==> src/rtl/layer_sched_pkg.sv <==
// rtl/layer_sched_pkg.sv - shared types and defaults for the layer priority scheduler
//
// Holds the layer-index type, the config FSM state encoding and the
// default/maximum layer counts used by the top and the priority encoder.
package layer_sched_pkg;

    localparam int NUM_LAYERS_DEFAULT = 8;
    localparam int MAX_LAYERS         = 8;

    typedef logic [2:0] layer_idx_t;

    typedef enum logic [1:0] {
        ST_RUN,
        ST_PENDING,
        ST_APPLY
    } sched_state_t;

endpackage

==> src/rtl/layer_priority_encoder.sv <==
// rtl/layer_priority_encoder.sv - combinational masked priority search over the active table
//
// Ports:
//   table_flat : active table, slot s in bits [3s+2:3s]; slot 0 is highest priority
//   dr_eff     : per-layer drawing request after blink masking
//   hit        : some slot points at a requesting layer
//   layer      : layer index held by the lowest such slot (0 when no hit)
module layer_priority_encoder
    import layer_sched_pkg::*;
#(
    parameter int NUM_LAYERS = NUM_LAYERS_DEFAULT
) (
    input  logic [3*NUM_LAYERS-1:0] table_flat,
    input  logic [NUM_LAYERS-1:0]   dr_eff,
    output logic                    hit,
    output layer_idx_t              layer
);

    logic [MAX_LAYERS-1:0] dr_ext;

    // Walk from the lowest priority slot upward so the last match written
    // is the lowest slot; duplicates therefore resolve to the lower slot.
    always_comb begin
        dr_ext = MAX_LAYERS'(dr_eff);
        hit    = 1'b0;
        layer  = '0;
        for (int s = NUM_LAYERS - 1; s >= 0; s--) begin
            if (dr_ext[table_flat[3*s +: 3]]) begin
                hit   = 1'b1;
                layer = table_flat[3*s +: 3];
            end
        end
    end

endmodule

==> src/rtl/layer_priority_scheduler.sv <==
// rtl/layer_priority_scheduler.sv - per-pixel layer arbitration with frame-synchronous table updates and blinking
//
// Ports:
//   clk, resetN     : clock, asynchronous active-low reset
//   startOfFrame    : one-cycle pulse at the first pixel of a frame
//   layerDR         : per-layer drawing request
//   layerRGB        : packed per-layer colours, layer i in [8i+7:8i]
//   bgRGB           : background colour when no layer wins
//   blinkEn         : per-layer blink enable
//   cfgValid/Ready  : shadow-table write handshake
//   cfgSlot/Layer   : slot to write and layer index to store there
//   cfgCommit       : request to copy the shadow table into the active table
//   RGBOut          : registered pixel colour
//   winLayer        : registered winning layer (0 when none)
//   anyHit          : registered "some layer won"
module layer_priority_scheduler
    import layer_sched_pkg::*;
#(
    parameter int NUM_LAYERS   = NUM_LAYERS_DEFAULT,
    parameter int BLINK_FRAMES = 16
) (
    input  logic                    clk,
    input  logic                    resetN,
    input  logic                    startOfFrame,
    input  logic [NUM_LAYERS-1:0]   layerDR,
    input  logic [8*NUM_LAYERS-1:0] layerRGB,
    input  logic [7:0]              bgRGB,
    input  logic [NUM_LAYERS-1:0]   blinkEn,
    input  logic                    cfgValid,
    output logic                    cfgReady,
    input  logic [2:0]              cfgSlot,
    input  logic [2:0]              cfgLayer,
    input  logic                    cfgCommit,
    output logic [7:0]              RGBOut,
    output logic [2:0]              winLayer,
    output logic                    anyHit
);

    localparam logic [3:0] LAYER_LIMIT = 4'(NUM_LAYERS);
    localparam logic [7:0] FRAME_LAST  = 8'(BLINK_FRAMES - 1);
    localparam int         RGB_W       = 8 * MAX_LAYERS;

    sched_state_t state, state_nxt;

    layer_idx_t active_tbl [NUM_LAYERS];
    layer_idx_t shadow_tbl [NUM_LAYERS];

    logic                    cfg_wr;
    logic [7:0]              frameCnt;
    logic                    blinkPhase;
    logic [NUM_LAYERS-1:0]   dr_eff;
    logic [3*NUM_LAYERS-1:0] table_flat;
    logic                    enc_hit;
    layer_idx_t              enc_layer;
    logic [RGB_W-1:0]        rgb_ext;

    // Config FSM: writes are only accepted in RUN, which also freezes the
    // shadow table while a commit waits for the frame boundary.
    always_ff @(posedge clk or negedge resetN) begin
        if (!resetN) begin
            state <= ST_RUN;
        end else begin
            state <= state_nxt;
        end
    end

    always_comb begin
        state_nxt = state;
        cfgReady  = 1'b0;
        case (state)
            ST_RUN: begin
                cfgReady = 1'b1;
                if (cfgCommit) begin
                    state_nxt = ST_PENDING;
                end
            end
            ST_PENDING: begin
                if (startOfFrame) begin
                    state_nxt = ST_APPLY;
                end
            end
            ST_APPLY: begin
                state_nxt = ST_RUN;
            end
            default: begin
                state_nxt = ST_RUN;
            end
        endcase
    end

    // Out-of-range slots or layers complete the handshake but store nothing.
    assign cfg_wr = cfgValid && cfgReady
                    && ({1'b0, cfgSlot}  < LAYER_LIMIT)
                    && ({1'b0, cfgLayer} < LAYER_LIMIT);

    always_ff @(posedge clk or negedge resetN) begin
        if (!resetN) begin
            for (int s = 0; s < NUM_LAYERS; s++) begin
                active_tbl[s] <= layer_idx_t'(s);
                shadow_tbl[s] <= layer_idx_t'(s);
            end
        end else begin
            for (int s = 0; s < NUM_LAYERS; s++) begin
                if (cfg_wr && (cfgSlot == layer_idx_t'(s))) begin
                    shadow_tbl[s] <= cfgLayer;
                end
                if (state == ST_APPLY) begin
                    active_tbl[s] <= shadow_tbl[s];
                end
            end
        end
    end

    // Blink timing: phase starts visible and flips every BLINK_FRAMES frames.
    always_ff @(posedge clk or negedge resetN) begin
        if (!resetN) begin
            frameCnt   <= '0;
            blinkPhase <= 1'b1;
        end else if (startOfFrame) begin
            if (frameCnt == FRAME_LAST) begin
                frameCnt   <= '0;
                blinkPhase <= ~blinkPhase;
            end else begin
                frameCnt <= frameCnt + 8'd1;
            end
        end
    end

    assign dr_eff = blinkPhase ? layerDR : (layerDR & ~blinkEn);

    always_comb begin
        table_flat = '0;
        for (int s = 0; s < NUM_LAYERS; s++) begin
            table_flat[3*s +: 3] = active_tbl[s];
        end
    end

    layer_priority_encoder #(
        .NUM_LAYERS(NUM_LAYERS)
    ) u_encoder (
        .table_flat(table_flat),
        .dr_eff    (dr_eff),
        .hit       (enc_hit),
        .layer     (enc_layer)
    );

    assign rgb_ext = RGB_W'(layerRGB);

    always_ff @(posedge clk or negedge resetN) begin
        if (!resetN) begin
            RGBOut   <= '0;
            winLayer <= '0;
            anyHit   <= 1'b0;
        end else if (enc_hit) begin
            RGBOut   <= rgb_ext[{enc_layer, 3'b000} +: 8];
            winLayer <= enc_layer;
            anyHit   <= 1'b1;
        end else begin
            RGBOut   <= bgRGB;
            winLayer <= '0;
            anyHit   <= 1'b0;
        end
    end

endmodule

==> config.mk <==
export PLATFORM = sky130hd
export DESIGN_NAME = layer_priority_scheduler
export DESIGN_NICKNAME = d
export VERILOG_FILES = /design/src/rtl/layer_sched_pkg.sv /design/src/rtl/layer_priority_encoder.sv /design/src/rtl/layer_priority_scheduler.sv
export SDC_FILE = /design/constraint.sdc
export NUM_CORES = 1
export LEC_CHECK = 0
export ABC_AREA = 0
export CORE_MARGIN = 2
export CORE_UTILIZATION = 47
export DETAILED_ROUTE_END_ITERATION = 10
export PLACE_DENSITY = 0.79
export REMOVE_ABC_BUFFERS = 1
export SYNTH_ARGS = -nofsm -noshare
export SYNTH_HDL_FRONTEND = slang
export SYNTH_SLANG_ARGS = --single-unit
==> constraint.sdc <==
create_clock -name clk -period 2.78 [get_ports clk]
set_input_delay 0.695 -clock clk [delete_from_list [all_inputs] [get_ports clk]]
set_output_delay 0.695 -clock clk [all_outputs]
set_load 0.005 [all_outputs]
## Yosys cells after proc, flatten, opt, wreduce, memory -nomap -nowiden

Cells that the tools add are included.

- Add/sub/neg operators: 1
- Multiply operators: 0
- Divide/modulo/power cells: 0
- Magnitude comparators: 8
- Equal/unequal tests: 12
- Shift operators: 1
- Muxes and demuxes: 41
- Bitwise operators: 3
- Reductions and logical operators: 13

Operator list:

| cell | count |
|---|---|
| 64-bit by 7-bit variable part select with 8-bit output | 1 |
| 3-bit by 4-bit less-than comparator with 1-bit output (second input constant) | 8 |
| 3-bit 2-to-1 mux | 9 |
| 1-bit binary-select mux with 3-bit select | 8 |
| 8-bit 2-to-1 mux | 3 |
| 1-bit 2-to-1 mux | 18 |
| 3-bit == test (second input constant) | 4 |
| 1-bit logical AND | 9 |
| 8-bit by 1-bit adder with 8-bit output (second input constant) | 1 |
| 8-bit AND | 1 |
| 8-bit by 4-bit == test with 1-bit output (second input constant) | 1 |
| 8-bit NOT | 1 |
| 3-bit by 2-bit == test with 1-bit output (second input constant) | 2 |
| 2-bit 2-to-1 mux | 2 |
| 2-bit inequality test (second input constant) | 2 |
| 2-bit case mux with 2 select lines | 1 |
| 2-bit AND reduction | 2 |
| 3-bit by 1-bit == test with 1-bit output (second input constant) | 1 |
| 3-bit zero test | 1 |
| 2-bit by 1-bit == test with 1-bit output (second input constant) | 1 |
| 2-bit == test (second input constant) | 1 |
| 2-bit zero test | 1 |
| 1-bit NOT | 1 |

- Flip-flop bits (word level): 71
- Bits in latches: 0
- Bits in writable memories: 0
- Memory bits (read-only): 0
- Input bits: 99
- Output and inout port bits: 13
- Memories: 0

## Longest topological paths before layout

- Depth in word-level cells: 15
- Mapped depth: 12
- Mapped depth without buffers: 10

## Modules after synthesis

From an unflattened synthesis, not the netlist that was laid out.

- Cell total of the unflattened synthesis: 345
- Area total of the unflattened synthesis: 4456.8 um^2

By module, submodules not included:

| module | times used | cells an instance | area an instance (um^2) |
|---|---|---|---|
| layer_priority_scheduler | 1 | 233 | 3298.2 |
| layer_priority_encoder | 1 | 112 | 1158.6 |

## Worst setup path before layout

Ideal clock, no wire load.

- Path type: input to register
- Start: input layerDR[3]
- End: register RGBOut[6]
- Arrival time: 2681 ps
- Slack: -34 ps
- Cell stages on the path: 11
- Buffers on the path: 1
- Cells stage by stage: mux4_2 > nand2b_2 > nor2_2 > nor4_4 > o2111ai_2 > a31oi_4 > inv_4 > buf_6 > o2111a_1 > a211oi_2 > nand4_1

- Longest elaborated chain between the ends: 14
- Elaborated cells between the ends (all ways): 36
- Those cells by class: 1 x shift; 34 x mux; 1 x bitwise

Ends and longest elaborated chain:

| what | RTL line | text |
|---|---|---|
| start: declaration | layer_priority_scheduler.sv:25 | `input logic [NUM_LAYERS-1:0] layerDR,` |
| 8-bit AND | layer_priority_scheduler.sv:129 | `assign dr_eff = blinkPhase ? layerDR : (layerDR & ~blinkEn);` |
| 8-bit 2-to-1 mux (*) | layer_priority_scheduler.sv:129 |  |
| 1-bit binary-select mux with 3-bit select | layer_priority_encoder.sv:28 | `if (dr_ext[table_flat[3*s +: 3]]) begin` |
| 1-bit 2-to-1 mux (implied by the code) | layer_priority_encoder.sv:28 |  |
| 3-bit 2-to-1 mux (8 in series) | layer_priority_encoder.sv:28 |  |
| 64-bit by 7-bit variable part select with 8-bit output | layer_priority_scheduler.sv:155 | `RGBOut <= rgb_ext[{enc_layer, 3'b000} +: 8];` |
| 8-bit 2-to-1 mux (*) | layer_priority_scheduler.sv:154 | `end else if (enc_hit) begin` |
| end signal: assignment | layer_priority_scheduler.sv:155 |  |
| end signal: assignment | layer_priority_scheduler.sv:159 | `RGBOut <= bgRGB;` |
| end: declaration | layer_priority_scheduler.sv:34 | `output logic [7:0] RGBOut,` |

Mark *: on every way between the ends. The rest lies on a longest branch, timed or not. The select of a mux whose other input is x is not followed.
A chain may end at the register's enable or synchronous reset.

## Final worst setup path

- Start: input blinkEn[7]
- End: register RGBOut[4]

- Longest elaborated chain between the ends: 15
- Elaborated cells between the ends (all ways): 37
- Those cells by class: 1 x shift; 34 x mux; 2 x bitwise

Ends and longest elaborated chain:

| what | RTL line | text |
|---|---|---|
| start: declaration | layer_priority_scheduler.sv:28 | `input logic [NUM_LAYERS-1:0] blinkEn,` |
| 8-bit NOT (*) | layer_priority_scheduler.sv:129 |  |
| 8-bit AND (*) | layer_priority_scheduler.sv:129 |  |
| 8-bit 2-to-1 mux (*) | layer_priority_scheduler.sv:129 |  |
| 1-bit binary-select mux with 3-bit select | layer_priority_encoder.sv:28 |  |
| 1-bit 2-to-1 mux (implied by the code) | layer_priority_encoder.sv:28 |  |
| 3-bit 2-to-1 mux (8 in series) | layer_priority_encoder.sv:28 |  |
| 64-bit by 7-bit variable part select with 8-bit output | layer_priority_scheduler.sv:155 |  |
| 8-bit 2-to-1 mux (*) | layer_priority_scheduler.sv:154 |  |

Marks and branches as above.

==> flow_metrics.py <==
metrics = {
    "status": {
        "status": "finished, violations left",
        "violations": "negative setup slack",
    },
    "finish": {
        "final_area_um2": 7770,
        "layout_common_cells": "clkdlybuf4s50_1 (94), buf_4 (94), mux2_2 (52)",
        "finish.utilization": 0.717,
        "syn2layout_area_growth_pct": 48.3,
        "nNetsFinal": 811,
        "drive_gt1_frac": 0.406,
        "insertedDiodeCount": 0,
        "fin_cells": 856,
    },
    "sta": {
        "fmax_mhz": 334,
        "worst_slew_pin_slew_ns": 0.666,
        "layout_min_cycle_time_ns": 2.99,
        "setup_violations": 8,
        "drv_slew": 0,
        "worst_slack_ns": -0.213,
        "whs_ns": 0.364,
        "fin_crit_sh": 1.08,
        "hold_viol": 0,
        "relSlewSlack": 0.556,
        "rsz0062_at_grt": "true",
        "fin_setup_tns_ns": -1.56,
        "finClkSkew_ns": 0.0109,
    },
    "place": {
        "dp_hpwl_mm": 12.7,
        "dp_cells": 820,
        "placed_area_um2": 7070,
        "io_buffers": 111,
        "place.gp.congestion": 0.958,
        "dp_slack_ns": -0.998,
    },
    "flow_run": {
        "drv_cap": 0,
    },
    "global_routing": {
        "grt_use_total": 0.296,
        "grt_pass1_vias": 5271,
        "grt_max_degree": 47,
        "antenna_found_initial": 0,
        "grt_pass1_wl_mm": 27.1,
        "grt.overflow.total": 0,
    },
    "setup_path": {
        "cp-end-kind": "register",
        "startpoint_type": "input port",
        "crit_family": "compound AO/OA/AOI/OAI gates",
        "r2r-start": "active_tbl[18]",
        "cp_num_buf_inv": 2,
        "cp_slowest_stage_delay_ns": 0.53,
        "crit_start": "blinkEn[7]",
        "crit_type": "input port to register",
        "cp_slowest_cell": "mux4_2",
        "path_cells": "clkdlybuf4s15_2 > nand2b_1 > and2_0 > mux4_2 > a21oi_4 > a31oi_4 > o211a_4 > buf_16 > o2111a_1 > a211oi_2 > nand4_1",
        "cp_data_arrival_time_ns": 3.22,
        "path_max_fanout": 12,
        "worstPathRequired_ns": 3.01,
    },
    "cts": {
        "cts_root_buf": "clkbuf_8",
        "cts_max_level": 3,
        "clock_path_buffers": 2,
        "cts_buffers": 9,
        "path_clk_slew_ns": 0.08,
        "cts_tree": "built",
        "clk_latency_ns": 0.36,
        "clock-sinks": 71,
    },
    "logic_synthesis": {
        "yosysSeqAreaShare": 0.345,
        "synth_edf_count": 0,
        "synthesis.instances": 513,
        "ys_ff_latch": 71,
        "syn-mean-instance-area_um2": 10.2,
        "yosys_warnings": 0,
        "syn_area_um2": 5240,
        "ys.flop_type": "dfrtp_1",
        "ys_async_sr_fraction": 1.00,
        "synthDistinctLibCells": 79,
    },
    "floorplan": {
        "core-area_um2": 10800,
        "dieArea_um2": 12000,
        "die_x_um": 110,
        "initial_core_util": 0.484,
        "ios": 112,
        "rows": 38,
        "die_h_um": 110,
    },
    "hold_path": {
        "hold_class": "input port to async pin",
    },
    "routing": {
        "vias": 5135,
        "drc": 0,
        "wl_mm": 17.5,
        "drt-initial-drc-count": 498,
        "post_drt_wl_per_cell_um": 20.4,
        "via_per_inst": 6.00,
        "detail-route-antenna-nets": 0,
        "dr.pass1.iters": 5,
    },
    "pwr": {
        "power.total_mw": 10.4,
        "p_per_area_nw_per_um2": 1330,
        "p_leak_nw": 3.18,
        "ir_drop_uv": 806,
    },
}
metal layers:
layer,track usage,share of wire,vias to the layer above
met5,0,0,-
met4,0.110,0.024,0
met3,0.0462,0.051,34
met2,0.486,0.49,214
met1,0.396,0.43,2537
li1,-,-,2350
logic make-up (layout without fill, tap and decap cells):
group | count (synthesis) | in the layout | share of synthesized area
muxes | 93 | 93 | 0.219
adders and majority gates | 1 | 1 | 0.00239
xor gates and xnor gates | 8 | 8 | 0.0134
DFF | 71 | 71 | 0.345
buffers and inverters | 51 | 254 | 0.0525
and+or+nand+nor | 147 | 147 | 0.152
AOI/OAI and AO/OA | 142 | 142 | 0.216
sequential cells by signal, indices dropped and copies added (netlist names):
signal      flops
RGBOut          8
active_tbl     24
anyHit          1
blinkPhase      1
frameCnt        8
shadow_tbl     24
state           2
winLayer        3
path summary, 6_finish.rpt:
| check | slack, ns | cells past startpoint | to |
|---|---|---|---|
| min | 0.36 | 1 | state[1] |
| min in group clk | 0.47 | 2 | active_tbl[10] |
| max | -0.21 | 11 | RGBOut[4] |
| max in group asynchronous | 1.69 | 2 | shadow_tbl[4] |
| max reg2reg | -0.20 | 13 | RGBOut[6] |
| min reg2reg | 0.47 | 2 | active_tbl[10] |
power breakdown:
group          internal [mW]  switching [mW]  total [mW]
Sequential              1.68           0.529        2.21
Clock                  0.417           0.408       0.825
Combinational           3.71            3.62        7.33
Total                   5.81            4.56        10.4
repair_timing:
action,CTS,global route
gates resized for setup,89,14
hold endpoints to repair,0,0
hold buffers,0,0
pin swaps,16,5
setup endpoints to repair,9,9
buffers inserted,17,1
gates cloned,2,0
area by class of cell:
cell class                 instances  area [µm²]
multi-input combinational        391        3450
fill                             768        3070
timing repair buffer             223        2090
sequential                        71        1810
tap                              140         175
clock buffer                      11         131
inverter                          15        63.8
clock inverter                     5        58.8
synth_stat cells, types with 8 or more instances:
cell type / n / area [µm²]
a21boi_0: 16 / 120
inv_1: 12 / 45.0
nand4_1: 10 / 62.6
nor2b_1: 8 / 50.1
and3_1: 18 / 113
o21ai_0: 18 / 90.1
o21ai_1: 17 / 85.1
o2111a_1: 8 / 90.1
buf_2: 13 / 65.1
o211ai_1: 8 / 60.1
dfstp_2: 25 / 657
dfrtp_1: 46 / 1150
nor2_1: 23 / 86.3
mux2_2: 53 / 597
clkbuf_1: 10 / 37.5
mux4_2: 11 / 248
mux2i_1: 24 / 240
nand2_1: 38 / 143
nand3_1: 13 / 65.1
a211o_1: 10 / 87.6
a21oi_1: 9 / 45.0
nand2b_1: 9 / 56.3
a211oi_1: 11 / 82.6
Note: power is estimated with default switching activity, not from simulation.
